## src/rtl/dc_fu_axi_read_responder_if.sv

```systemverilog
// dc_fu_axi_read_responder_if: AXI4 read address/data channel bundle.
// master: drives AR request and rready; slave: returns R beats.
interface dc_fu_axi_read_responder_if #(
  parameter int ADDR_WIDTH = 32,
  parameter int DATA_WIDTH = 32,
  parameter int LEN_WIDTH  = 8
);
  logic [ADDR_WIDTH-1:0] axi_araddr;
  logic [LEN_WIDTH-1:0]  axi_arlen;
  logic                  axi_arvalid;
  logic                  axi_arready;
  logic [DATA_WIDTH-1:0] axi_rdata;
  logic [1:0]            axi_rresp;
  logic                  axi_rlast;
  logic                  axi_rvalid;
  logic                  axi_rready;

  modport master (
    output axi_araddr, axi_arlen, axi_arvalid, axi_rready,
    input  axi_arready, axi_rdata, axi_rresp, axi_rlast, axi_rvalid
  );

  modport slave (
    input  axi_araddr, axi_arlen, axi_arvalid, axi_rready,
    output axi_arready, axi_rdata, axi_rresp, axi_rlast, axi_rvalid
  );
endinterface

```

## src/rtl/dc_fu_axi_read_responder.sv

```systemverilog
// dc_fu_axi_read_responder: AXI4 AR/R subordinate serving INCR bursts
// from a 1-cycle-latency single-port memory via a 2-entry output buffer.
// Ports: clk, nrst (async active-low), en (global enable),
//   axi (slave modport: AR request in, R beats out),
//   mem_rd_en/mem_addr out, mem_rdata in (valid 1 cycle after rd_en),
//   busy (burst accepted, not yet fully returned).
// Optional: DC_FU_AXI_RESP_ERR_EN flags out-of-range bursts with SLVERR.
module dc_fu_axi_read_responder #(
  parameter int ADDR_WIDTH     = 32,
  parameter int DATA_WIDTH     = 32,
  parameter int MEM_DEPTH_LOG2 = 12,
  parameter int LEN_WIDTH      = 8
) (
  input  logic                      clk,
  input  logic                      nrst,
  input  logic                      en,
  dc_fu_axi_read_responder_if.slave axi,
  output logic                      mem_rd_en,
  output logic [MEM_DEPTH_LOG2-1:0] mem_addr,
  input  logic [DATA_WIDTH-1:0]     mem_rdata,
  output logic                      busy
);
  localparam int BS = $clog2(DATA_WIDTH / 8);
  localparam int CW = LEN_WIDTH + 1;

  typedef enum logic [1:0] {
    RESET_WAIT,
    IDLE,
    BURST
  } state_t;

  state_t r_state;
  state_t w_state_nx;

  logic [MEM_DEPTH_LOG2-1:0] r_word;
  logic [LEN_WIDTH-1:0]      r_len;
  logic [CW-1:0]             r_issued;
  logic [CW-1:0]             r_ret;
  logic                      r_err;
  logic                      r_infl;
  logic                      r_infl_last;

  logic [DATA_WIDTH-1:0] r_fdata [2];
  logic [1:0]            r_fresp [2];
  logic                  r_flast [2];
  logic                  r_wp;
  logic                  r_rp;
  logic [1:0]            r_cnt;

  logic                  w_ar_hs;
  logic                  w_pop;
  logic                  w_issue;
  logic                  w_last_pop;
  logic                  w_err;
  logic                  w_byp;
  logic [1:0]            w_occ;
  logic [DATA_WIDTH-1:0] w_in_data;
  logic [1:0]            w_in_resp;
  logic [ADDR_WIDTH-1:0] w_word_full;
  logic                  w_unused;

  assign w_word_full = axi.axi_araddr >> BS;
  assign w_unused = ^{axi.axi_araddr, w_word_full};

`ifdef DC_FU_AXI_RESP_ERR_EN
  localparam int EW = MEM_DEPTH_LOG2 + LEN_WIDTH + 1;
  localparam logic [EW-1:0] LP_DEPTH = EW'(1) << MEM_DEPTH_LOG2;
  logic [EW-1:0] w_end;
  assign w_end = EW'(w_word_full[MEM_DEPTH_LOG2-1:0])
               + EW'(axi.axi_arlen) + EW'(1);
  assign w_err = ((axi.axi_araddr >> (BS + MEM_DEPTH_LOG2)) != '0)
              || (w_end > LP_DEPTH);
`else
  assign w_err = 1'b0;
`endif

  // occupancy counts the beat arriving from memory this cycle
  assign w_occ = r_cnt + {1'b0, r_infl};

  assign axi.axi_arready = (r_state == IDLE) && en;
  assign w_ar_hs = axi.axi_arvalid && axi.axi_arready;

  assign axi.axi_rvalid = (w_occ != 2'd0) && en;
  assign w_pop = axi.axi_rvalid && axi.axi_rready;
  assign w_last_pop = w_pop && (r_ret == {1'b0, r_len});

  // no issue credit from a same-cycle pop: resumes the cycle after
  assign w_issue = en && (r_state == BURST)
                && (r_issued <= {1'b0, r_len})
                && (w_occ < 2'd2);

  assign mem_rd_en = w_issue && !r_err;
  assign mem_addr = r_word;
  assign busy = (r_state == BURST);

  // flagged bursts still run the issue timing, with data forced to 0
  assign w_in_data = r_err ? '0 : mem_rdata;
  assign w_in_resp = r_err ? 2'b10 : 2'b00;

  // empty buffer: the arriving beat is presented directly
  assign w_byp = (r_cnt == 2'd0) && r_infl;
  assign axi.axi_rdata = w_byp ? w_in_data : r_fdata[r_rp];
  assign axi.axi_rresp = w_byp ? w_in_resp : r_fresp[r_rp];
  assign axi.axi_rlast = w_byp ? r_infl_last : r_flast[r_rp];

  always_comb begin
    w_state_nx = r_state;
    case (r_state)
      RESET_WAIT: if (en) w_state_nx = IDLE;
      IDLE:       if (w_ar_hs) w_state_nx = BURST;
      BURST:      if (w_last_pop) w_state_nx = IDLE;
      default:    w_state_nx = RESET_WAIT;
    endcase
  end

  always_ff @(posedge clk or negedge nrst) begin
    if (!nrst) begin
      r_state <= RESET_WAIT;
    end else if (en) begin
      r_state <= w_state_nx;
    end
  end

  always_ff @(posedge clk or negedge nrst) begin
    if (!nrst) begin
      r_word   <= '0;
      r_len    <= '0;
      r_issued <= '0;
      r_ret    <= '0;
      r_err    <= 1'b0;
    end else if (w_ar_hs) begin
      r_word   <= w_word_full[MEM_DEPTH_LOG2-1:0];
      r_len    <= axi.axi_arlen;
      r_issued <= '0;
      r_ret    <= '0;
      r_err    <= w_err;
    end else begin
      if (w_issue) begin
        r_word   <= r_word + 1'b1;
        r_issued <= r_issued + 1'b1;
      end
      if (w_pop) begin
        r_ret <= r_ret + 1'b1;
      end
    end
  end

  // memory data is captured even while en is low
  always_ff @(posedge clk or negedge nrst) begin
    if (!nrst) begin
      r_fdata[0]  <= '0;
      r_fdata[1]  <= '0;
      r_fresp[0]  <= 2'b00;
      r_fresp[1]  <= 2'b00;
      r_flast[0]  <= 1'b0;
      r_flast[1]  <= 1'b0;
      r_wp        <= 1'b0;
      r_rp        <= 1'b0;
      r_cnt       <= 2'd0;
      r_infl      <= 1'b0;
      r_infl_last <= 1'b0;
    end else begin
      if (r_infl) begin
        r_fdata[r_wp] <= w_in_data;
        r_fresp[r_wp] <= w_in_resp;
        r_flast[r_wp] <= r_infl_last;
        r_wp          <= ~r_wp;
      end
      if (w_pop) begin
        r_rp <= ~r_rp;
      end
      r_cnt       <= w_occ - {1'b0, w_pop};
      r_infl      <= w_issue;
      r_infl_last <= (r_issued == {1'b0, r_len});
    end
  end
endmodule

```

## src/flat_wrapper.sv

```systemverilog
// flat-port wrapper written by rule: the top's interface ports become plain ports
module dc_fu_axi_read_responder_flat 
#(
  parameter int ADDR_WIDTH     = 32,
  parameter int DATA_WIDTH     = 32,
  parameter int MEM_DEPTH_LOG2 = 12,
  parameter int LEN_WIDTH      = 8
)
  (clk, nrst, en, mem_rd_en, mem_addr, mem_rdata, busy, axi_axi_araddr, axi_axi_arlen, axi_axi_arvalid, axi_axi_rready, axi_axi_arready, axi_axi_rdata, axi_axi_rresp, axi_axi_rlast, axi_axi_rvalid);
  dc_fu_axi_read_responder_if #(.ADDR_WIDTH(ADDR_WIDTH), .DATA_WIDTH(DATA_WIDTH), .LEN_WIDTH(LEN_WIDTH)) axi_i ();
  input  logic clk;
  input  logic nrst;
  input  logic en;
  output logic mem_rd_en;
  output logic [MEM_DEPTH_LOG2-1:0] mem_addr;
  input  logic [DATA_WIDTH-1:0] mem_rdata;
  output logic busy;
  input wire logic [$bits(axi_i.axi_araddr)-1:0] axi_axi_araddr;
  input wire logic [$bits(axi_i.axi_arlen)-1:0] axi_axi_arlen;
  input wire logic [$bits(axi_i.axi_arvalid)-1:0] axi_axi_arvalid;
  input wire logic [$bits(axi_i.axi_rready)-1:0] axi_axi_rready;
  output wire logic [$bits(axi_i.axi_arready)-1:0] axi_axi_arready;
  output wire logic [$bits(axi_i.axi_rdata)-1:0] axi_axi_rdata;
  output wire logic [$bits(axi_i.axi_rresp)-1:0] axi_axi_rresp;
  output wire logic [$bits(axi_i.axi_rlast)-1:0] axi_axi_rlast;
  output wire logic [$bits(axi_i.axi_rvalid)-1:0] axi_axi_rvalid;
  assign axi_i.axi_araddr = axi_axi_araddr;
  assign axi_i.axi_arlen = axi_axi_arlen;
  assign axi_i.axi_arvalid = axi_axi_arvalid;
  assign axi_i.axi_rready = axi_axi_rready;
  assign axi_axi_arready = axi_i.axi_arready;
  assign axi_axi_rdata = axi_i.axi_rdata;
  assign axi_axi_rresp = axi_i.axi_rresp;
  assign axi_axi_rlast = axi_i.axi_rlast;
  assign axi_axi_rvalid = axi_i.axi_rvalid;
  dc_fu_axi_read_responder #(.ADDR_WIDTH(ADDR_WIDTH), .DATA_WIDTH(DATA_WIDTH), .MEM_DEPTH_LOG2(MEM_DEPTH_LOG2), .LEN_WIDTH(LEN_WIDTH)) u_core (.clk(clk), .nrst(nrst), .en(en), .axi(axi_i), .mem_rd_en(mem_rd_en), .mem_addr(mem_addr), .mem_rdata(mem_rdata), .busy(busy));
endmodule
```

## config.mk

```make
export PLATFORM = sky130hd
export DESIGN_NAME = dc_fu_axi_read_responder_flat
export DESIGN_NICKNAME = d
export VERILOG_FILES = /design/src/rtl/dc_fu_axi_read_responder_if.sv /design/src/rtl/dc_fu_axi_read_responder.sv /design/src/flat_wrapper.sv
export SDC_FILE = /design/constraint.sdc
export NUM_CORES = 1
export LEC_CHECK = 0
export CAP_MARGIN = 20
export CORE_MARGIN = 3
export CORE_UTILIZATION = 50
export DETAILED_ROUTE_END_ITERATION = 16
export HOLD_SLACK_MARGIN = 0.06
export PLACE_DENSITY = 0.79
export REMOVE_ABC_BUFFERS = 1
export SLEW_MARGIN = 20
export SYNTH_ARGS = -nofsm -noshare
export SYNTH_HDL_FRONTEND = slang
export SYNTH_SLANG_ARGS = --single-unit
export TNS_END_PERCENT = 100
```

## constraint.sdc

```tcl
create_clock -name clk -period 2.96 [get_ports clk]
set_input_delay 0.592 -clock clk [delete_from_list [all_inputs] [get_ports clk]]
set_output_delay 0.592 -clock clk [all_outputs]
set_load 0.01 [all_outputs]
```

# Word-level counts from Yosys, hierarchy flattened
# Cells that the tools add are included.
[totals]
word_cells = 83
in_bits = 77
regBits = 116
output_inout_bits = 51
[op_classes]
n_addsub = 5
reduce_logical = 16
n_mux = 29
n_eq_ne = 6
order_cmp = 5
bitwise_logic = 6
[ops]
columns = ["op", "count"]
rows = [
  ["$mux W32", 5],
  ["$bwmux W64", 1],
  ["$mux W9", 4],
  ["$demux W32 S1", 1],
  ["$mux W12", 2],
  ["$add A9 B1 Y9 const B", 2],
  ["$eq A9 B8 Y1", 2],
  ["$mux W2", 7],
  ["$add A12 B1 Y12 const B", 1],
  ["$logic_and A1 B1 Y1", 10],
  ["$le A9 B8 Y1", 1],
  ["$pmux W2 S3", 1],
  ["$reduce_bool A2 Y1", 3],
  ["$mux W1", 5],
  ["$and A4 B4 Y4", 1],
  ["$ge A2 B2 Y1 const B", 2],
  ["$logic_not A2 Y1", 2],
  ["$ne A2 B1 Y1 const B", 2],
  ["$not A1 Y2", 2],
  ["$not A4 Y4", 1],
  ["$reduce_and A3 Y1", 1],
  ["$add A2 B1 Y2", 1],
  ["$bwmux W2", 1],
  ["$demux W2 S1", 1],
  ["7 further kinds", 8],
]

# Depth between registers and ports, before layout
# Gate-level depths: netlist of run 1.
[depth]
ltp_word = 7
depth_mapped = 9
mapped_depth_nobuf = 7

# Worst setup path before layout of run 1
# OpenSTA, ideal clock, no wires.
[synth_timing]
path_kind = "reg-to-output"
start = "register u_core.r_issued[6]"
end = "output mem_rd_en"
slack_ns = 0.424
required_time_ns = 2.368
path_stages_with_launch = 8
n_path_buf = 2
arrival_ns = 1.944
cell_sequence = "dfrtp_1 -> ha_1 -> a21oi_1 -> o21ai_0 -> o311a_1 -> clkbuf_1 -> clkbuf_1 -> nor2_1"
[synth_between]
elab_chain_len = 3
[synth_rtl]
columns = ["item", "line_no", "rtl"]
rows = [
  ["start: declaration", "dc_fu_axi_read_responder.sv:37", "logic [CW-1:0] r_issued;"],
  ["start signal: assignment", "dc_fu_axi_read_responder.sv:140", "r_issued <= r_issued + 1'b1;"],
  ["$le A9 B8 Y1", "dc_fu_axi_read_responder.sv:89", "&& (r_issued <= {1'b0, r_len})"],
  ["$logic_and A1 B1 Y1", "dc_fu_axi_read_responder.sv:89", ""],
  ["$logic_and A1 B1 Y1", "dc_fu_axi_read_responder.sv:90", "&& (w_occ < 2'd2);"],
  ["end: declaration", "flat_wrapper.sv:14", "output logic mem_rd_en;"],
]
# Every way passes these cells.

# Worst setup path in the final report of run 1
# Ends and elaborated chain as after synthesis.

==> results of run 1 <==
-- worst max path at each step --
stage | from | endpoint | slack (ns) | cells after the start
2_1_floorplan | u_core.r_infl | axi_axi_rdata[0] | -1.97 | 2
3_3_place_gp | en | mem_rd_en | 0.12 | 4
3_5_place_dp | en | mem_rd_en | 0.13 | 4
4_1_cts | u_core.r_issued[6] | mem_rd_en | 0.12 | 6
5_1_grt | u_core.r_issued[6] | mem_rd_en | 0.04 | 6
6_report | u_core.r_issued[6] | mem_rd_en | 0.14 | 6
-- layer usage --
layer,up-vias,track usage [%]
li1,2188,-
met1,2263,26.9
met2,127,34.0
met3,21,4.19
met4,0,7.76
met5,-,0
-- stage by stage --
stage                     hold WS, ns  total power [W]  TNS, ns  std cells  setup WS (ns)
after floorplan                 0.296          0.00400   -68.22        515          -1.97
after global placement          0.470          0.00519        0        780          0.123
after detailed placement        0.471          0.00533        0        780          0.126
after CTS                       0.221          0.00723        0        812          0.125
after global routing            0.255          0.00760        0        812         0.0411
final                           0.206          0.00717        0        812          0.136
-- critical path, stage by stage (launching register included) --
cell and delay, ns:
dfrtp_1 0.42, ha_1 0.34, a21oi_1 0.17, o21ai_0 0.12, o311a_1 0.36, nor2_1 0.13, dlygate4sd2_1 0.28
-- final cells by class --
class | instances | area share (%)
timing repair buffer | 125 | 16.0
inverter | 13 | 0.636
clock buffer | 19 | 5.77
sequential | 116 | 37.8
tap | 140 | 2.28
clock inverter | 13 | 1.45
multi-input combinational | 386 | 36.0
-- sequential cells by signal (all words and copies together) (netlist names) --
signal	cells
u_core.mem_addr	12
u_core.r_cnt	2
u_core.r_fdata	64
u_core.r_flast	2
u_core.r_fresp	4
u_core.r_infl	1
u_core.r_infl_last	1
u_core.r_issued	9
u_core.r_len	8
u_core.r_ret	9
u_core.r_rp	1
u_core.r_state	2
u_core.r_wp	1
-- cell families after synthesis --
kind of cell | after synthesis
buf+inv | 46
xor+xnor | 17
flops | 116
fa+ha+maj | 13
compound gates | 101
simple gates | 153
mux | 102
-- power by group --
part	internal, W	switching [W]	total (W)
sequential	0.00219	0.000434	0.00262
combinational	0.00156	0.00111	0.00267
clock	0.00117	0.000704	0.00187
-- placed cells by master (no fill, tap or decap), drive strengths merged, types with 10 or more instances in the layout --
master,synthesis,layout
nand2,59,59
nand3,15,15
o21ai,56,56
clkbuf,27,19
nor2,28,28
mux2,66,66
a21oi,12,12
mux2i,36,36
dfrtp,116,116
inv,13,13
ha,13,13
o31ai,10,10
a31oi,14,14
clkdlybuf4s50,0,105
xor2,15,15
buf,6,19
-- timing repair --
item                       CTS  global route
buffers inserted             0             0
hold endpoints to repair     0             0
resized for setup            1             0
setup endpoints to repair    1             0
==> summary.txt, run 1 <==
Drt
  • Drt drc: 0
  • Detailed Routing Iterations Pass 1: 4
  • Initial DRC Count: 221
  • Routed len/inst: 15.9 um
  • WL met2: 6.42 mm
  • Routed wl met3: 696 um
  • Post-Route WL: 12.9 mm
  • Vias: 4599
  • Top layer in use: met4
  • M1 WL: 5.62 mm
  • Final ANT Viol Nets: 0
  • Via density: 5.66

Worst setup path
  • WP data arrival: 2.23 ns
  • Worst Path Max Fanout: 4
  • Req. time, crit path: 2.37 ns
  • Capture point of the worst reg-to-reg path: u_core.mem_addr[6]
  • Startpoint type of the worst setup path: flop
  • Setup CP Type: flop to primary output
  • Reg2Reg Depth: 7
  • Worst r2r src: u_core.r_infl
  • Critical Path End Type: primary output
  • Reg2reg setup slack: 0.43 ns

Layout
  • Post-layout nets: 749
  • Sequential cell area: 0.00290 mm^2
  • Final core occ: 69.0%
  • Diode count: 0
  • FILL cells: 880
  • Multi-input gate area: 0.00277 mm^2
  • Post-route cell area: 0.00767 mm^2
  • Area delta synth->final: 31.8%
  • Layout cell share with drive strength beyond 1: 18.6%

Floorplan
  • I/O pin total: 128
  • Die ar.: 0.0130 mm^2
  • Die H: 114 um
  • Initial Util: 52.4%
  • Die Width: 114 um
  • Core Rows: 38
  • Core Area: 0.0111 mm^2

Hold path
  • Worst min-delay path category: input port to async pin

Placement
  • Number of port buffers: 107
  • Post-DP HPWL: 8.89 mm
  • Routability Congestion: 0.844
  • Placed Area: 0.00712 mm^2

Power
  • Leak pwr: 3.32 nW
  • Worst VDD drop: 0.000564 V
  • Power per cell area: 934 mW/mm^2

Timing
  • Max Clk Rate: 0.354 GHz
  • Final period utilization: 95.4%
  • Min Tclk post-route: 2.82 ns
  • Worst Max-Slew Pin Slew: 0.619 ns
  • Worst slew margin: 58.7%
  • RSZ-0062 raised after global routing: false
  • Setup violators final: 0
  • Skew final: 0.0124 ns
  • Hold Fails Final Rpt: 0
  • Final Max Slew Viols: 0

Clocking
  • CTS max path bufs: 2
  • Num CTS Buffers: 17
  • CTS Sinks: 116
  • Clk root buf: clkbuf_16
  • Number of hold buffers added after cts: 0
  • Clock transition at the registers of the reported paths: 0.05 ns
  • CTS tree: yes
  • Clk Latency, worst-skew pair: 0.41 ns
  • Maximum level of the CTS H-tree: 4

GRT
  • Total congestion overflow: 0
  • Initial antenna violation count: 0
  • Vias in the first global route: 4625
  • Largest net degree at the start of global routing: 69
  • Total GRT Usage: 20.6%
  • First-pass GRT wire length: 21.6 mm

Synthesis
  • Simple-gate share of the synthesized area: 12.9%
  • Synth Area in Adders: 2.79%
  • Compound-cell area share of the yosys netlist: 9.97%
  • Post-synthesis mux area share: 18.9%
  • Register area share after synthesis: 49.8%
  • Main area contributors after synthesis: dfrtp_1, mux2_2, mux2i_1
  • Prevailing post-synth register cell: dfrtp_1
  • Seq cells post-synth: 116
  • Mapped cell area: 0.00582 mm^2
  • Synth warn: 0
  • Area share of the largest cell type after synthesis: 49.8%
  • Post-synth EDFFs: 0
  • Post-synth top cells: dfrtp_1, mux2_2, nand2_1
  • Post-Synthesis Cells: 548
  • Post-synth cell types: 40
  • Synth Area in XOR/XNOR: 2.56%
  • Cell taking the most area after synthesis: dfrtp_1
  • Syn Area/Cell: 10.6 um^2
  • Largest family of logic cells by synthesized area: multiplexers
  • Asr flop ratio synth: 100%
  • Most frequent cell after synthesis: dfrtp_1

Outcome
  • Outcome: finished, final reports clean

Flow run
  • Max_cap viols: 0
No activity file was read; power rests on OpenSTA's default activity.
==> inputs of run 2 (changes only) <==
--- a/config.mk
+++ b/config.mk
@@ -7,10 +7,10 @@
 export LEC_CHECK = 0
 export CAP_MARGIN = 20
 export CORE_MARGIN = 3
-export CORE_UTILIZATION = 50
+export CORE_UTILIZATION = 51
 export DETAILED_ROUTE_END_ITERATION = 16
 export HOLD_SLACK_MARGIN = 0.06
-export PLACE_DENSITY = 0.79
+export PLACE_DENSITY = 0.8
 export REMOVE_ABC_BUFFERS = 1
 export SLEW_MARGIN = 20
 export SYNTH_ARGS = -nofsm -noshare
==> run 2 against run 1 <==
  * Power is 2.1% higher
  * Count of clock-buffer cells in the layout stayed put
  * Sequential power rose by 2%
  * Non-clock buffer count up 5
  * Die area shrank 1.9%
  * Register-to-register slack barely moved
  * Cell count grew 0.62%
  * Critical path type unchanged
  * Critical endpoint is now axi_axi_rdata[6]
==> summary.txt, run 2 (same netlist as run 1, synthesis figures left out) <==
Outcome
  • Outcome: finished, final reports clean

Power
  • Worst VDD drop: 0.000593 V
  • Internal power: 0.00504 W
  • Reg power frac: 36.3%
  • Clock share of power: 27.3%
  • Sw Ratio: 31.2%
  • Tot Pwr: 0.00732 W
  • Power per cell area: 939 mW/mm^2
  • Net Sw Power: 0.00228 W
  • Comb power frac: 36.4%
  • Leak pwr: 3.38 nW

Drt
  • Detailed Routing Iterations Pass 1: 4
  • Via density: 5.70
  • Drt drc: 0
  • Final ANT Viol Nets: 0
  • Vias: 4659
  • Initial DRC Count: 176
  • Routed len/inst: 16.6 um
  • Post-Route WL: 13.6 mm

Timing
  • Final Max Slew Viols: 0
  • Final period utilization: 96.6%
  • Hold Fails Final Rpt: 0
  • Min Tclk post-route: 2.86 ns
  • Setup violators final: 0
  • Worst Max-Slew Pin Slew: 0.757 ns
  • Skew final: 0.00823 ns
  • Worst slew margin: 49.5%
  • RSZ-0062 raised after global routing: false
  • Worst setup margin: 0.101 ns
  • Max Clk Rate: 0.350 GHz

Floorplan
  • Initial Util: 53.0%
  • Die H: 113 um
  • Die ar.: 0.0127 mm^2
  • Core Rows: 38
  • I/O pin total: 128
  • Die Width: 113 um
  • Core Area: 0.0110 mm^2

Clocking
  • CTS max path bufs: 2
  • Clk Latency, worst-skew pair: 0.41 ns
  • Clk root buf: clkbuf_16
  • Number of hold buffers added after cts: 0
  • Num CTS Buffers: 17
  • Clock transition at the registers of the reported paths: 0.05 ns
  • CTS Sinks: 116
  • Maximum level of the CTS H-tree: 4
  • CTS tree: yes

Worst setup path
  • WP data arrival: 2.27 ns
  • Master of the slowest instance on the critical path: clkdlybuf4s50_1
  • Worst Path Max Fanout: 30
  • Crit-path max cell delay: 0.60 ns
  • Req. time, crit path: 2.37 ns
  • Startpoint type of the worst setup path: flop
  • CP cell instances: nor3b_4 > buf_4 > clkbuf_16 > o21ai_0 > clkdlybuf4s50_1
  • Setup CP Type: flop to primary output
  • Critical Path End Type: primary output

GRT
  • Top Usage Layer GRT: met2
  • Met3 usage in global routing: 4.97%
  • Initial antenna violation count: 0
  • Met2 GRT Util: 36.1%
  • Vias in the first global route: 4749
  • Largest net degree at the start of global routing: 61
  • Met1 Use GR: 27.8%
  • Total GRT Usage: 21.5%
  • Total congestion overflow: 0
  • First-pass GRT wire length: 22.4 mm

Layout
  • Post-route cell area: 0.00779 mm^2
  • Top reg by flops: u_core.r_fdata
  • Diode count: 0
  • Area delta synth->final: 33.7%
  • Final core occ: 70.9%
  • Final std cells w/o fill: 817
  • Post-layout nets: 754
  • Layout cell share with drive strength beyond 1: 19.6%
  • FILL cells: 816
  • Max FFs per register: 64
  • Most frequent cells in the layout: dfrtp_1, clkdlybuf4s50_1, mux2_2
  • Most common cell after layout, fill and taps aside: dfrtp_1

Placement
  • Placed cells: 782
  • Routability Congestion: 0.866
  • Placed Area: 0.00715 mm^2
  • Post-DP HPWL: 9.04 mm
  • Number of port buffers: 107
  • Setup WS pre-CTS: 0.0992 ns

Hold path
  • Worst min-delay path category: input port to async pin

Flow run
  • Max_cap viols: 0
==> run 2: final timing paths <==
kind / endpoint / slack [ns] / depth (start not counted) / start
worst max-delay path: axi_axi_rdata[6] / 0.10 / 5 / u_core.r_infl
worst min-delay path: u_core.r_fdata[9] / 0.24 / 1 / nrst
worst max register to register: u_core.mem_addr[6] / 0.42 / 7 / u_core.r_infl
worst min register to register: u_core.r_fresp[0] / 0.50 / 1 / u_core.r_fresp[0]
max in group asynchronous: u_core.r_fdata[32] / 2.07 / 2 / nrst
min in group clk: u_core.r_fresp[0] / 0.50 / 1 / u_core.r_fresp[0]
==> run 2: cell type report <==
| class | count | area, um^2 | area share, % |
|---|---|---|---|
| flip-flops and latches | 116 | 2910 | 37.3 |
| multi-input cells | 386 | 2780 | 35.7 |
| repair buffers | 130 | 1290 | 16.6 |
| clock buffers | 19 | 453 | 5.82 |
| well taps | 140 | 175 | 2.25 |
| clock inverters | 13 | 133 | 1.70 |
| inverters | 13 | 48.8 | 0.627 |
==> run 2: worst max-delay path: cells and delay by family (launching register included) <==
family          cells  cell delay [ns]
compound gates      1             0.29
buf+inv             3             0.94
flops               1             0.43
simple gates        1             0.19
==> run 2: metal layers <==
layer / share of wire [%] / routed length (um)
met2: 49 / 6650
met1: 45 / 6060
met5: 0 / 0
met4: 1.6 / 223
met3: 4.7 / 631
==> run 2: stage by stage <==
step | TNS [ns] | hold WS [ns]
after floorplan | -68.22 | 0.296
after global placement | 0 | 0.470
after detailed placement | 0 | 0.478
after CTS | 0 | 0.278
after global routing | 0 | 0.302
final | 0 | 0.242
==> run 2: power groups by stage <==
stage / logic (W) / registers [W] / clock network [W]
4_1_cts: 0.00268 / 0.00264 / 0.00203
6_report: 0.00266 / 0.00266 / 0.00200
3_3_place_gp: 0.00259 / 0.00261 / 0
2_1_floorplan: 0.00139 / 0.00261 / 0
3_5_place_dp: 0.00267 / 0.00266 / 0
5_1_grt: 0.00290 / 0.00275 / 0.00211
==> run 2: timing repair <==
action,in CTS,in global routing
endpoints found under the setup margin,1,10
resized for setup,1,4
setup buffers,0,2
cloned,0,1
